--- src/rtl/fetch_prefetch_queue.sv ---
// rtl/fetch_prefetch_queue.sv - Sequential instruction fetch with DEPTH-entry prefetch queue and redirect flush
module fetch_prefetch_queue #(
    parameter int                ADDR_W    = 32,
    parameter int                DATA_W    = 32,
    parameter int                DEPTH     = 4,
    parameter logic [ADDR_W-1:0] RESET_PC  = '0,
    parameter int                PC_OFFSET = 8
) (
    input  logic              clk,
    input  logic              rst,
    input  logic              branch_taken_e,
    input  logic [ADDR_W-1:0] alu_result_e,
    input  logic              pcsrc_w,
    input  logic [ADDR_W-1:0] result_w,
    output logic              imem_req_valid,
    output logic [ADDR_W-1:0] imem_req_addr,
    input  logic              imem_req_ready,
    input  logic              imem_rsp_valid,
    input  logic [DATA_W-1:0] imem_rsp_data,
    output logic              instr_valid,
    input  logic              instr_ready,
    output logic [DATA_W-1:0] instr_data,
    output logic [ADDR_W-1:0] instr_pc8
);
    localparam int CW = $clog2(DEPTH + 1);
    localparam int PW = $clog2(DEPTH);

    logic [ADDR_W-1:0] pc;
    logic [DATA_W-1:0] q_data  [DEPTH];
    logic [ADDR_W-1:0] q_pc8   [DEPTH];
    logic [ADDR_W-1:0] af_addr [DEPTH];
    logic [PW-1:0]     q_rd, q_wr, af_rd, af_wr;
    logic [CW-1:0]     count, inflight, drop, inflight_next;
    logic [CW:0]       occupancy;
    logic              redirect, req_fire, pop, push;
    logic [ADDR_W-1:0] target;

    always_comb begin
        redirect       = branch_taken_e | pcsrc_w;
        target         = branch_taken_e ? alu_result_e : result_w;
        target[1:0]    = 2'b00;
        occupancy      = {1'b0, count} + {1'b0, inflight};
        imem_req_valid = rst & ~redirect & (occupancy < (CW+1)'(DEPTH));
        req_fire       = imem_req_valid & imem_req_ready;
        pop            = instr_valid & instr_ready;
        // Stale responses and anything landing in the flush cycle never enter the queue.
        push           = imem_rsp_valid & (drop == '0) & ~redirect;
        inflight_next  = inflight + CW'(req_fire) - CW'(imem_rsp_valid);
    end

    assign imem_req_addr = pc;
    assign instr_valid   = (count != '0);
    assign instr_data    = q_data[q_rd];
    assign instr_pc8     = q_pc8[q_rd];

    always_ff @(posedge clk) begin
        if (!rst) begin
            pc       <= RESET_PC;
            count    <= '0;
            inflight <= '0;
            drop     <= '0;
            q_rd     <= '0;
            q_wr     <= '0;
            af_rd    <= '0;
            af_wr    <= '0;
        end else begin
            inflight <= inflight_next;
            if (req_fire)       af_wr <= af_wr + PW'(1);
            if (imem_rsp_valid) af_rd <= af_rd + PW'(1);
            if (redirect) begin
                pc    <= target;
                count <= '0;
                q_rd  <= '0;
                q_wr  <= '0;
                drop  <= inflight_next;
            end else begin
                if (req_fire)                      pc    <= pc + ADDR_W'(4);
                if (imem_rsp_valid && drop != '0)  drop  <= drop - CW'(1);
                if (push)                          q_wr  <= q_wr + PW'(1);
                if (pop)                           q_rd  <= q_rd + PW'(1);
                count <= count + CW'(push) - CW'(pop);
            end
        end
    end

    // Address FIFO tracks every accepted request, so it advances on dropped responses too.
    always_ff @(posedge clk) begin
        if (req_fire) af_addr[af_wr] <= pc;
        if (push) begin
            q_data[q_wr] <= imem_rsp_data;
            q_pc8[q_wr]  <= af_addr[af_rd] + ADDR_W'(PC_OFFSET);
        end
    end
endmodule
--- config.mk ---
export PLATFORM = sky130hd
export DESIGN_NAME = fetch_prefetch_queue
export DESIGN_NICKNAME = d
export VERILOG_FILES = /design/src/rtl/fetch_prefetch_queue.sv
export SDC_FILE = /design/constraint.sdc
export NUM_CORES = 1
export LEC_CHECK = 0
export BUFFER_PORTS_ARGS = -buffer_cell sky130_fd_sc_hd__buf_2
export CAP_MARGIN = 20
export CORE_MARGIN = 10
export CORE_UTILIZATION = 55
export CTS_BUF_LIST = sky130_fd_sc_hd__clkbuf_8
export DETAILED_ROUTE_END_ITERATION = 8
export GPL_TIMING_DRIVEN = 0
export PLACE_DENSITY_LB_ADDON = 0.3
export SLEW_MARGIN = 40
export SYNTH_ARGS = -nofsm -noshare
export SYNTH_HDL_FRONTEND = slang
export SYNTH_SLANG_ARGS = --single-unit
--- constraint.sdc ---
create_clock -name clk -period 4.7 [get_ports clk]
set_clock_uncertainty 0.2 [all_clocks]
set_input_delay 0.94 -clock clk [delete_from_list [all_inputs] [get_ports clk]]
set_output_delay 0.94 -clock clk [all_outputs]
set_load 0.01 [all_outputs]
==> results.yml <==
pwr:
  switching_share: 0.231
  p_per_area_mw_per_mm2: 378
  internal_power_uw: 5790
  seq_power_share: 0.562
  p_leak_uw: 0.00690
  switchingPower_uw: 1740
  vdd_drop_max_uv: 203
  clkPwrFrac: 0.360
  p_total_uw: 7530
  p_comb_frac: 0.078
place:
  dp_slack_ns: 0.349
  io_buffers: 190
  gp_congestion: 0.931
  hpwl_mm: 25.2
die:
  die_y_microns: 196
  core_area_sq_mm: 0.0306
  die_w_microns: 196
  fp-row-count: 64
  die-area_sq_mm: 0.0384
  initial_core_util: 0.556
  pin_count: 201
logic_synthesis:
  synth_area_leaders: "edfxtp_1 65%, mux4_2 11%, dfxtp_1 6.0%"
  ys_seq_area_frac: 0.709
  netlist_area_sq_mm: 0.0170
  synth.most_common_cell: "edfxtp_1"
  ys_types: 72
  synthCells: 948
  synth_flop_cell: "edfxtp_1"
  synth_seq_cells: 419
  synth_top_cell_by_area: "edfxtp_1"
  synth_edf_count: 368
  synth-warning-count: 0
  synth_common_cells: "368 x edfxtp_1, 84 x mux4_2, 51 x dfxtp_1, 35 x nor2_1"
  synthArstFlopShare: 0
  synth_top_area_frac: 0.649
  syn_avg_cell_area_sq_um: 18.0
timing:
  setup_viol: 0
  finalWorstSetupSlack_ns: 0.826
  post-route-period-util: 0.824
  drv_slew: 0
  worst_pin_slew_ns: 0.786
  rsz0062_at_grt: "no"
  slew_headroom: 0.476
  holdWs_ns: 0.296
  fmax_mhz: 258
  period_needed_ns: 3.87
  hold_viol: 0
setup_path:
  crit_arrival_ns: 4.15
  required_ns: 4.98
  regToRegSetupSlack_ns: 0.83
  r2r_end: "drop[2]"
  critPathLaunchType: "flip-flop"
  worst_setup_path_end_kind: "flip-flop"
  rr_startpoint: "count[2]"
  timing.critical_path.buf_inv: 6
  cp_num_cells: 16
  crit_fanout: 9
  r2r_cells: 16
  crit_slowest_cell: "fa_1"
  critPathMaxStageDelay_ns: 0.37
  path_cells: "ha_1, nor4b_2, buf_2, buf_2, and3b_1, clkbuf_1, inv_1, ha_1, inv_1, ha_1, inv_1, fa_1, xnor2_1, xnor2_1, nor2_1, a211oi_1"
  startpoint: "count[2]"
  crit_family: "adder cells"
  worstSetupEndpoint: "drop[2]"
  path_class: "reg2reg"
clock_tree:
  numCtsBuffers: 67
  clkSinkCount: 419
  worstSkewPairLatency_ns: 0.57
  clock_path_buffers: 3
  cts_tree: "done"
  cts_resized: 0
  hold_buffers: 0
  clk_pin_slew_ns: 0.06
  cts-root-buf: "clkbuf_8"
  post_cts_buffers: 0
  htreeDepth: 3
final_layout:
  syn_to_final_growth_pct: 16.9
  fillers: 2183
  layout-drive-gt1-share: 0.325
  regArea_sq_mm: 0.0121
  multi_input_area_sq_mm: 0.00465
  final_nets: 1345
  antenna_cells: 0
hold_path:
  hold_path_class: "reg2reg"
  hold_start: "af_wr[1]"
global_route:
  grt_overflow: 0
  grt_pass1_wl_mm: 56.8
  antenna_found_initial: 0
  grt_pass1_vias: 10000
  grt_max_degree: 36
  grtUsageTotal: 0.189
route:
  wl_per_cell_microns: 21.8
  drc: 0
  vias: 9550
  vias_per_cell: 5.75
  drtAntennaViolNets: 0
  drtIter0Drc: 629
  first_pass_iters: 5
  wl_mm: 36.2
job:
  maxCapViolCount: 0
run_status:
  outcome: "complete, no violations"
==> through the flow <==
stage                      util  area (sq um)  TNS (ns)  instances
after floorplan               -         17000         0        951
after global placement    0.604         18500   -167.02       1537
after detailed placement  0.613         18700         0       1549
after CTS                 0.650         19900         0       1662
after global routing      0.650         19900         0       1662
final                     0.650         19900         0       1662
==> cell families after synthesis <==
| kind of cell | Yosys count | share of synthesized area |
|---|---|---|
| AOI/OAI and AO/OA | 105 | 0.0424 |
| xor gates and xnor gates | 51 | 0.0262 |
| adders and majority gates | 20 | 0.0156 |
| buffers and inverters | 76 | 0.0192 |
| DFF | 419 | 0.709 |
| muxes | 94 | 0.125 |
| other | 1 | 0.000220 |
| and+or+nand+nor | 182 | 0.0623 |
==> power groups by stage <==
stage / Combinational (uW) / Sequential [uW] / Clock (uW)
final: 591 / 4230 / 2710
after detailed placement: 592 / 4300 / 0
after floorplan: 358 / 4290 / 0
after CTS: 595 / 4230 / 2780
after global routing: 651 / 4240 / 2960
after global placement: 561 / 4300 / 0
==> flip-flops by register name, summed over array words and instances (netlist names), named ones only <==
register and flops:
q_data 128, af_addr 120, q_pc8 120, imem_req_addr 30
count 3, drop 3, inflight 3, af_rd 2
af_wr 2, q_rd 2, q_wr 2
==> worst reg2reg max path, delay by kind of cell, from the launching register on <==
family                   cells  cell delay [ns]
AO/OA/AOI/OAI                1             0.21
buffers and inverters        6             1.06
adder cells (fa/ha/maj)      4             1.14
AND/OR/NAND/NOR              3             0.49
XOR/XNOR                     2             0.36
flip-flops                   1             0.34
==> cells in the final DEF (no fill, tap or decap), drive strengths merged, types with 3 or more instances in the layout <==
cell      instances
nor4              7
conb              4
xnor2            22
and2             16
ha               18
o21ai             8
o31ai             4
dfxtp            51
nor2             35
nand4            21
nor3             15
xor2             29
a21oi            26
and3             10
o41ai             3
clkinv           21
nand3            17
o22ai             8
a22o              4
and4              9
nand2b            5
a22oi            11
edfxtp          368
a31oi             7
buf             218
clkbuf          102
nand2            31
inv              45
clkinvlp          4
o211ai            3
mux4             92
a211oi           11
==> layout make-up <==
| type | count | area share |
|---|---|---|
| Tap cell | 396 | 0.0249 |
| Clock inverter | 46 | 0.0118 |
| Buffer | 51 | 0.0121 |
| Sequential cell | 419 | 0.607 |
| Clock buffer | 67 | 0.0463 |
| Timing Repair Buffer | 202 | 0.0596 |
| Inverter | 25 | 0.00472 |
| Multi-Input combinational cell | 456 | 0.234 |
==> worst min path at each step <==
stage                    end  slack, ns  cells past startpoint
floorplan           af_wr[1]       0.27                      2
global placement    af_wr[1]       0.28                      2
detailed placement  af_wr[1]       0.29                      2
CTS                 af_wr[1]       0.30                      2
global route        af_wr[1]       0.34                      2
finish              af_wr[1]       0.30                      2
==> layer usage <==
layer  up-vias  routed length, microns  share of wire  GRT usage
met5         -                       0              0          0
met4         0                     755          0.021     0.0636
met3        61                    3080          0.085     0.0472
met2       436                   17200           0.48      0.297
met1      4661                   15100           0.42      0.252
li1       4392                       -              -          -
(Power assumes the default switching activity.)
